$ cat config.mk
export PLATFORM = sky130hd
export DESIGN_NAME = pwm_gen
export DESIGN_NICKNAME = d
export VERILOG_FILES = /design/src/rtl/pwm_gen.sv
export SDC_FILE = /design/constraint.sdc
export NUM_CORES = 1
export LEC_CHECK = 0
export ABC_CLOCK_PERIOD_IN_PS = 8090
export BUFFER_PORTS_ARGS = -buffer_cell sky130_fd_sc_hd__buf_4
export CORE_MARGIN = 5
export CORE_UTILIZATION = 55
export DETAILED_ROUTE_END_ITERATION = 16
export MAX_ROUTING_LAYER = met4
export PLACE_DENSITY = 0.92
export SETUP_SLACK_MARGIN = 0.15
export SYNTH_ARGS = -nofsm -noshare
export SYNTH_HDL_FRONTEND = slang
export SYNTH_SLANG_ARGS = --single-unit
$ cat constraint.sdc
create_clock -name clk -period 8.09 [get_ports clk]
set_clock_uncertainty 0.1 [all_clocks]
set_input_delay 2.427 -clock clk [delete_from_list [all_inputs] [get_ports clk]]
set_output_delay 2.427 -clock clk [all_outputs]
set_load 0.05 [all_outputs]
$ cat src/rtl/pwm_gen.sv
// PWM output stage: compares the external counter against shadowed thresholds.
// Shadows reload on enable and on every counter wrap, so mid-period writes take effect cleanly.
module pwm_gen (
  input  logic        clk,
  input  logic        rst,
  input  logic [15:0] count_val,
  input  logic [15:0] period,
  input  logic        upnotdown,
  input  logic        pwm_en,
  input  logic [1:0]  functions,
  input  logic [15:0] compare1,
  input  logic [15:0] compare2,
  output logic        pwm_out,
  output logic        period_tick
);

  localparam logic [0:0] ST_IDLE = 1'b0;
  localparam logic [0:0] ST_RUN  = 1'b1;

  logic [0:0]  r_state;
  logic [0:0]  w_state_nxt;
  logic [15:0] r_prev_count;
  logic [15:0] r_cmp1_sh;
  logic [15:0] r_cmp2_sh;
  logic [1:0]  r_mode_sh;

  logic        w_wrap;
  logic        w_run_wrap;
  logic        w_load;
  logic [15:0] w_cmp1;
  logic [15:0] w_cmp2;
  logic [1:0]  w_mode;
  logic        w_duty;

  // Only a moving counter can wrap; a held value never re-triggers
  assign w_wrap = (count_val != r_prev_count) &&
                  (upnotdown ? (count_val == 16'd0)
                             : (count_val == period));

  assign w_run_wrap = (r_state == ST_RUN) && pwm_en && w_wrap;
  assign w_load     = ((r_state == ST_IDLE) && pwm_en) || w_run_wrap;

  assign w_cmp1 = w_load ? compare1  : r_cmp1_sh;
  assign w_cmp2 = w_load ? compare2  : r_cmp2_sh;
  assign w_mode = w_load ? functions : r_mode_sh;

  always_comb begin
    w_duty = 1'b0;
    if (w_mode[1])
      w_duty = (count_val >= w_cmp1) && (count_val < w_cmp2);
    else if (w_mode[0])
      w_duty = (count_val >= w_cmp1);
    else
      w_duty = (count_val < w_cmp1);
  end

  always_comb begin
    w_state_nxt = r_state;
    unique case (r_state)
      ST_IDLE: if (pwm_en)  w_state_nxt = ST_RUN;
      ST_RUN:  if (!pwm_en) w_state_nxt = ST_IDLE;
      default: w_state_nxt = ST_IDLE;
    endcase
  end

  always_ff @(posedge clk or posedge rst) begin
    if (rst) begin
      r_state      <= ST_IDLE;
      r_prev_count <= 16'd0;
      r_cmp1_sh    <= 16'd0;
      r_cmp2_sh    <= 16'd0;
      r_mode_sh    <= 2'b00;
      pwm_out      <= 1'b0;
      period_tick  <= 1'b0;
    end else begin
      r_state      <= w_state_nxt;
      r_prev_count <= count_val;
      if (w_load) begin
        r_cmp1_sh <= compare1;
        r_cmp2_sh <= compare2;
        r_mode_sh <= functions;
      end
      pwm_out     <= pwm_en && w_duty;
      period_tick <= w_run_wrap;
    end
  end

endmodule

== After elaboration in Yosys (flattened, before gate mapping) ==
Cells that the tools add are included.

* Bits in registers: 53
* Bits in latches: 0
* Memory bits (writable): 0
* ROM bits: 0
* Bits of input ports: 70
* Output and inout bits: 2
* Word-level logic and storage cells: 28
* Memories kept: 0

* Add/sub/neg operators: 0
* Multiply operators: 0
* Divide/modulo/power cells: 0
* Magnitude comparators: 3
* Equal/unequal tests: 2
* Shift operators: 0
* Mux-type cells: 7
* Bitwise gates (word level): 1
* Reductions and logical operators: 8

{| class="wikitable"
|+ Operators by type and width
! cell !! count
|-
| 16-bit less-than comparator || 2
|-
| 16-bit 2-to-1 mux || 2
|-
| 16-bit equality test || 1
|-
| 16-bit >= comparator || 1
|-
| 16-bit zero test || 1
|-
| 16-bit inequality test || 1
|-
| 1-bit logical AND || 6
|-
| 1-bit 2-to-1 mux || 4
|-
| 2-bit 2-to-1 mux || 1
|-
| 1-bit logical OR || 1
|-
| 1-bit NOT || 1
|}

== Logic depth before layout (Yosys ltp) ==
* Depth after elaboration: 10
* Gate-level depth with buffers: 16
* Depth with buffers taken out: 16

== Least setup slack after synthesis ==
No wires, ideal clock.

* Kind: input-to-reg
* From: input count_val[3]
* To: register pwm_out
* Library setup time: 0.096 ns
* Arrival time: 5.252 ns
* Required time: 7.894 ns
* Setup slack: 2.642 ns
* Cell stages on the path: 16
* Path buffers: 1
* Path through: nor4_1 nand4_1 a21bo_1 or4b_4 clkinv_2 nor2_2 buf_6 mux2i_1 ha_1 nor2b_1 o31ai_1 a21oi_1 o22ai_1 and2_1 nor3_1 o32ai_2

* Word-level cells in the longest chain between the ends: 10
* Elaborated cells on any way between the ends: 17
* Those cells by class: order compare: 3; eq/ne: 2; mux: 6; reduce/logical: 6

{| class="wikitable"
|+ RTL lines
! what !! line !! text
|-
| start: declaration || 6 || <nowiki>input logic [15:0] count_val,</nowiki>
|-
| 16-bit equality test or 16-bit zero test (tied branches) || 38, 37 ||
|-
| 1-bit 2-to-1 mux || 37 || <nowiki>(upnotdown ? (count_val == 16'd0)</nowiki>
|-
| 1-bit logical AND * || 36 || <nowiki>assign w_wrap = (count_val != r_prev_count) &&</nowiki>
|-
| 1-bit logical AND * || 40 || <nowiki>assign w_run_wrap = (r_state == ST_RUN) && pwm_en && w_wrap;</nowiki>
|-
| named net w_run_wrap || 28 || <nowiki>logic w_run_wrap;</nowiki>
|-
| 1-bit logical OR * || 41 || <nowiki>assign w_load = ((r_state == ST_IDLE) && pwm_en) || w_run_wrap;</nowiki>
|-
| 16-bit 2-to-1 mux || n/a ||
|-
| 16-bit less-than comparator, or another cell as far along || 54 || <nowiki>w_duty = (count_val < w_cmp1);</nowiki>
|-
| 1-bit 2-to-1 mux or 1-bit logical AND (tied branches) || 51, 50 ||
|-
| 1-bit 2-to-1 mux * || 49 || <nowiki>if (w_mode[1])</nowiki>
|-
| 1-bit logical AND * || 83 || <nowiki>pwm_out <= pwm_en && w_duty;</nowiki>
|-
| end signal: assignment || 83 ||
|-
| end: declaration || 13 || <nowiki>output logic pwm_out,</nowiki>
|}

The timed path passes the listed nets; every way through them passes the cells marked *.

== Final worst setup path ==
* From: input count_val[9]
* To: register pwm_out

* Word-level cells in the longest chain between the ends: 10
* Elaborated cells on any way between the ends: 17
* Those cells by class: order compare: 3; eq/ne: 2; mux: 6; reduce/logical: 6

{| class="wikitable"
|+ RTL lines
! what !! line !! text
|-
| 16-bit equality test or 16-bit zero test (tied branches) || 38, 37 ||
|-
| 1-bit 2-to-1 mux || 37 ||
|-
| 1-bit logical AND * || 36 ||
|-
| 1-bit logical AND * || 40 ||
|-
| named net w_run_wrap || 28 ||
|-
| 1-bit logical OR * || 41 ||
|-
| 16-bit 2-to-1 mux * || n/a ||
|-
| named net w_cmp1[9] || 30 || <nowiki>logic [15:0] w_cmp1;</nowiki>
|-
| 16-bit less-than comparator or 16-bit >= comparator (tied branches) || 54, 50, 52 ||
|-
| 1-bit 2-to-1 mux or 1-bit logical AND (tied branches) || 51, 50 ||
|-
| 1-bit 2-to-1 mux * || 49 ||
|-
| 1-bit logical AND * || 83 ||
|}

Marked as above.

==> flow_summary_export.csv <==
group,metric,value,unit
run_status,status,"complete, no violations",
sta,setup-violations-final,0,
clocking,tritoncts_num_sinks,53,
clocking,cts-buffers-inserted,5,
clocking,cts.clk_slew.worst_paths,0.09,ns
yosys,ys_seq_area_share,43.5,%
final_layout,antenna_cells,0,
yosys,synth.top_cells.by_count,"sky130_fd_sc_hd__dfrtp_1, sky130_fd_sc_hd__inv_1, sky130_fd_sc_hd__ha_1, sky130_fd_sc_hd__mux2i_1",
yosys,synth.ff_latch_count,53,
worst_setup_path,critical_path_arrival,6.37,ns
sta,max_clock_freq,160,MHz
sta,unrepaired_setup_endpoints_after_global_routing,"no",
yosys,synth_top_cells_by_area,"sky130_fd_sc_hd__dfrtp_1, sky130_fd_sc_hd__ha_1, sky130_fd_sc_hd__mux2i_1",
routing,drtPass1Iterations,5,
global_route,grt_antenna_before_repair,0,
power,leakagePower,0.00194,uW
worst_setup_path,critical_path.max_fanout,31,
power,power_per_cell_area,174,nW/um^2
floorplanning,floorplan.core_area,5440,sq um
floorplanning,die-area,7140,sq um
yosys,ys_dominant_reg_cell,"sky130_fd_sc_hd__dfrtp_1",
clocking,cts_hold_buf,0,
yosys,post_synth_num_cell_types,41,
yosys,ys_async_sr_fraction,100,%
placement,port_buffers,71,
routing,viasPerCell,5.63,
yosys,post-synth-top-count-cell,"sky130_fd_sc_hd__dfrtp_1",
routing,antenna_left,0,
sta,slew_at_the_pin_with_the_worst_max_slew_slack,1.09,ns
sta,holdWs,0.392,ns
yosys,yosysTopAreaCellShare,43.5,%
worst_hold_path,worst_hold_path_type,"reg -> reg",
placement,dp_hpwl,5.68,mm
yosys,synthesis.nets,374,
run,max_cap_violations,0,
routing,wire_per_inst,17.3,um
routing,dr_total_vias,2363,
clocking,clk_root_buffer_cell,"sky130_fd_sc_hd__clkbuf_8",
routing,detailed_router_s_first_iteration_violation_count,147,
floorplanning,fp-row-count,27,
yosys,count_of_mapped_cells_out_of_synthesis,273,
clocking,tritoncts,"built",
sta,relSlewSlack,27.4,%
worst_setup_path,critPathLaunchType,"primary input",
global_route,grt_util_all_layers,21.7,%
clocking,cts_resized,0,
yosys,yosysWarnings,0,
floorplanning,floorplan.initialDensity,56.1,%
worst_setup_path,worst_setup_path_end_kind,"flip-flop",
routing,drcViolationCount,0,
sta,final_hold_viol_count,0,
floorplanning,top_level_ports,72,
routing,total_length_of_routed_wires,7.27,mm
global_route,grt-ovfl-total,0,
clocking,worstSkewPairLatency,0.30,ns
placement,placer_congestion_estimate,0.854,
final_layout,post_route_cells_drive_above_1_share,25.3,%
floorplanning,horizontal_extent_of_the_die,84.5,um
global_route,vias_in_the_first_global_route,2529,
final_layout,areaGrowthSynthToFinish,22.3,%
global_route,grt_pass1_wl,12.0,mm
sta,timing.final.max_slew_violations,0,
final_layout,finish.net_count,449,
clocking,post_cts_buffers,0,
yosys,synth_largest_area_cell,"sky130_fd_sc_hd__dfrtp_1",
yosys,syn_area_per_cell,11.2,sq um
sta,min_period_over_period,77.3,%
sta,min_period,6.25,ns
worst_setup_path,timing_worst_setup_path_type,"in -> reg",
clocking,clock_tree.htree_level_count,2,
clocking,maximum_number_of_buffers_from_clock_root_to_sink,2,
global_route,grt_start_max_net_pins,54,
power,power.ir.vdd_worst,0.112,mV
sta,totalNegativeSetupSlack,0,ns
floorplanning,die_h,84.5,um
yosys,synth.cell_area,3050,sq um
worst_setup_path,worst-endpoint-required,8.21,ns
yosys,number_of_enable_flip_flop_cells_after_synthesis,0,
==> layer usage <==
layer / part of all wire, % / GRT usage [%] / vias up
met5: 0 / - / -
met2: 48 / 34.2 / 112
met4: 3.3 / 8.63 / 0
met3: 7.0 / 4.81 / 23
met1: 42 / 27.4 / 1106
li1: - / - / 1122
==> through the flow <==
stage	util [%]	std cells	total power, uW	worst slack, ns	area (sq um)
2_1_floorplan	-	273	432	2.64	3050
3_3_place_gp	67.0	413	491	1.73	3640
3_5_place_dp	67.0	413	502	1.54	3640
4_1_cts	68.6	420	650	1.88	3730
5_1_grt	68.6	420	686	1.58	3730
6_report	68.6	420	648	1.84	3730
==> sequential cells by signal, indices dropped and copies added, names as in the netlist <==
name / count
r_state: 1
r_cmp2_sh: 16
pwm_out: 1
r_cmp1_sh: 16
r_prev_count: 16
r_mode_sh: 2
period_tick: 1
==> worst max-delay path: stages <==
cell,delay (ns)
sky130_fd_sc_hd__buf_4,0.15
sky130_fd_sc_hd__xnor2_1,0.18
sky130_fd_sc_hd__nand4_1,0.15
sky130_fd_sc_hd__nor4_1,0.43
sky130_fd_sc_hd__or4b_4,0.26
sky130_fd_sc_hd__clkinv_2,0.09
sky130_fd_sc_hd__nor2_4,0.82
sky130_fd_sc_hd__mux2_2,0.45
sky130_fd_sc_hd__inv_1,0.07
sky130_fd_sc_hd__ha_1,0.25
sky130_fd_sc_hd__a211oi_1,0.21
sky130_fd_sc_hd__o21ai_0,0.12
sky130_fd_sc_hd__o211ai_1,0.13
sky130_fd_sc_hd__a21o_1,0.17
sky130_fd_sc_hd__and2_1,0.14
sky130_fd_sc_hd__nor3_1,0.06
sky130_fd_sc_hd__o32ai_2,0.25
==> final cells by class <==
cell class	instances	area, sq um
Fill cell	388	1710
Multi-Input combinational cell	182	1560
Sequential cell	53	1330
Timing Repair Buffer	71	533
Inverter	35	133
Tap cell	72	90.1
Clock buffer	7	86.3
==> where the power goes <==
| group | total (uW) | internal [uW] | switching (uW) | leakage, uW |
|---|---|---|---|---|
| Sequential | 307 | 296 | 10.3 | 0.000625 |
| Clock | 148 | 68.1 | 80.4 | 0.0000443 |
| Combinational | 193 | 90.5 | 102 | 0.00127 |
| Total | 648 | 455 | 193 | 0.00194 |
==> path summary, 6_finish.rpt <==
kind	from	to	slack, ns	depth (start not counted)
max in group asynchronous	rst	r_cmp2_sh[5]	4.93	2
setup / recovery	count_val[9]	pwm_out	1.84	17
setup reg to reg	r_prev_count[12]	pwm_out	3.69	16
min in group asynchronous	rst	r_cmp1_sh[9]	2.29	2
hold / removal	r_cmp2_sh[9]	r_cmp2_sh[9]	0.39	2
hold reg to reg	r_cmp2_sh[9]	r_cmp2_sh[9]	0.39	2
==> kinds of logic (layout without fill, tap and decap cells) <==
family	after synthesis	count (layout)	synth area share, %
xor gates and xnor gates	32	32	9.19
adders and majority gates	31	31	12.7
muxes	33	33	11.1
buffers and inverters	38	113	5.45
DFF	53	53	43.5
and+or+nand+nor	49	49	9.39
AOI/OAI and AO/OA	37	37	8.70
==> cell usage in the layout, fill, tap and decap left out, drive strengths merged, types with 8 or more instances in the layout <==
cell type | synthesis | routed
xnor2 | 16 | 16
xor2 | 16 | 16
nand4 | 12 | 12
ha | 31 | 31
inv | 34 | 34
nor4 | 11 | 11
nor2 | 8 | 8
mux2i | 30 | 30
dfrtp | 53 | 53
buf | 3 | 71
(Power assumes the default switching activity.)
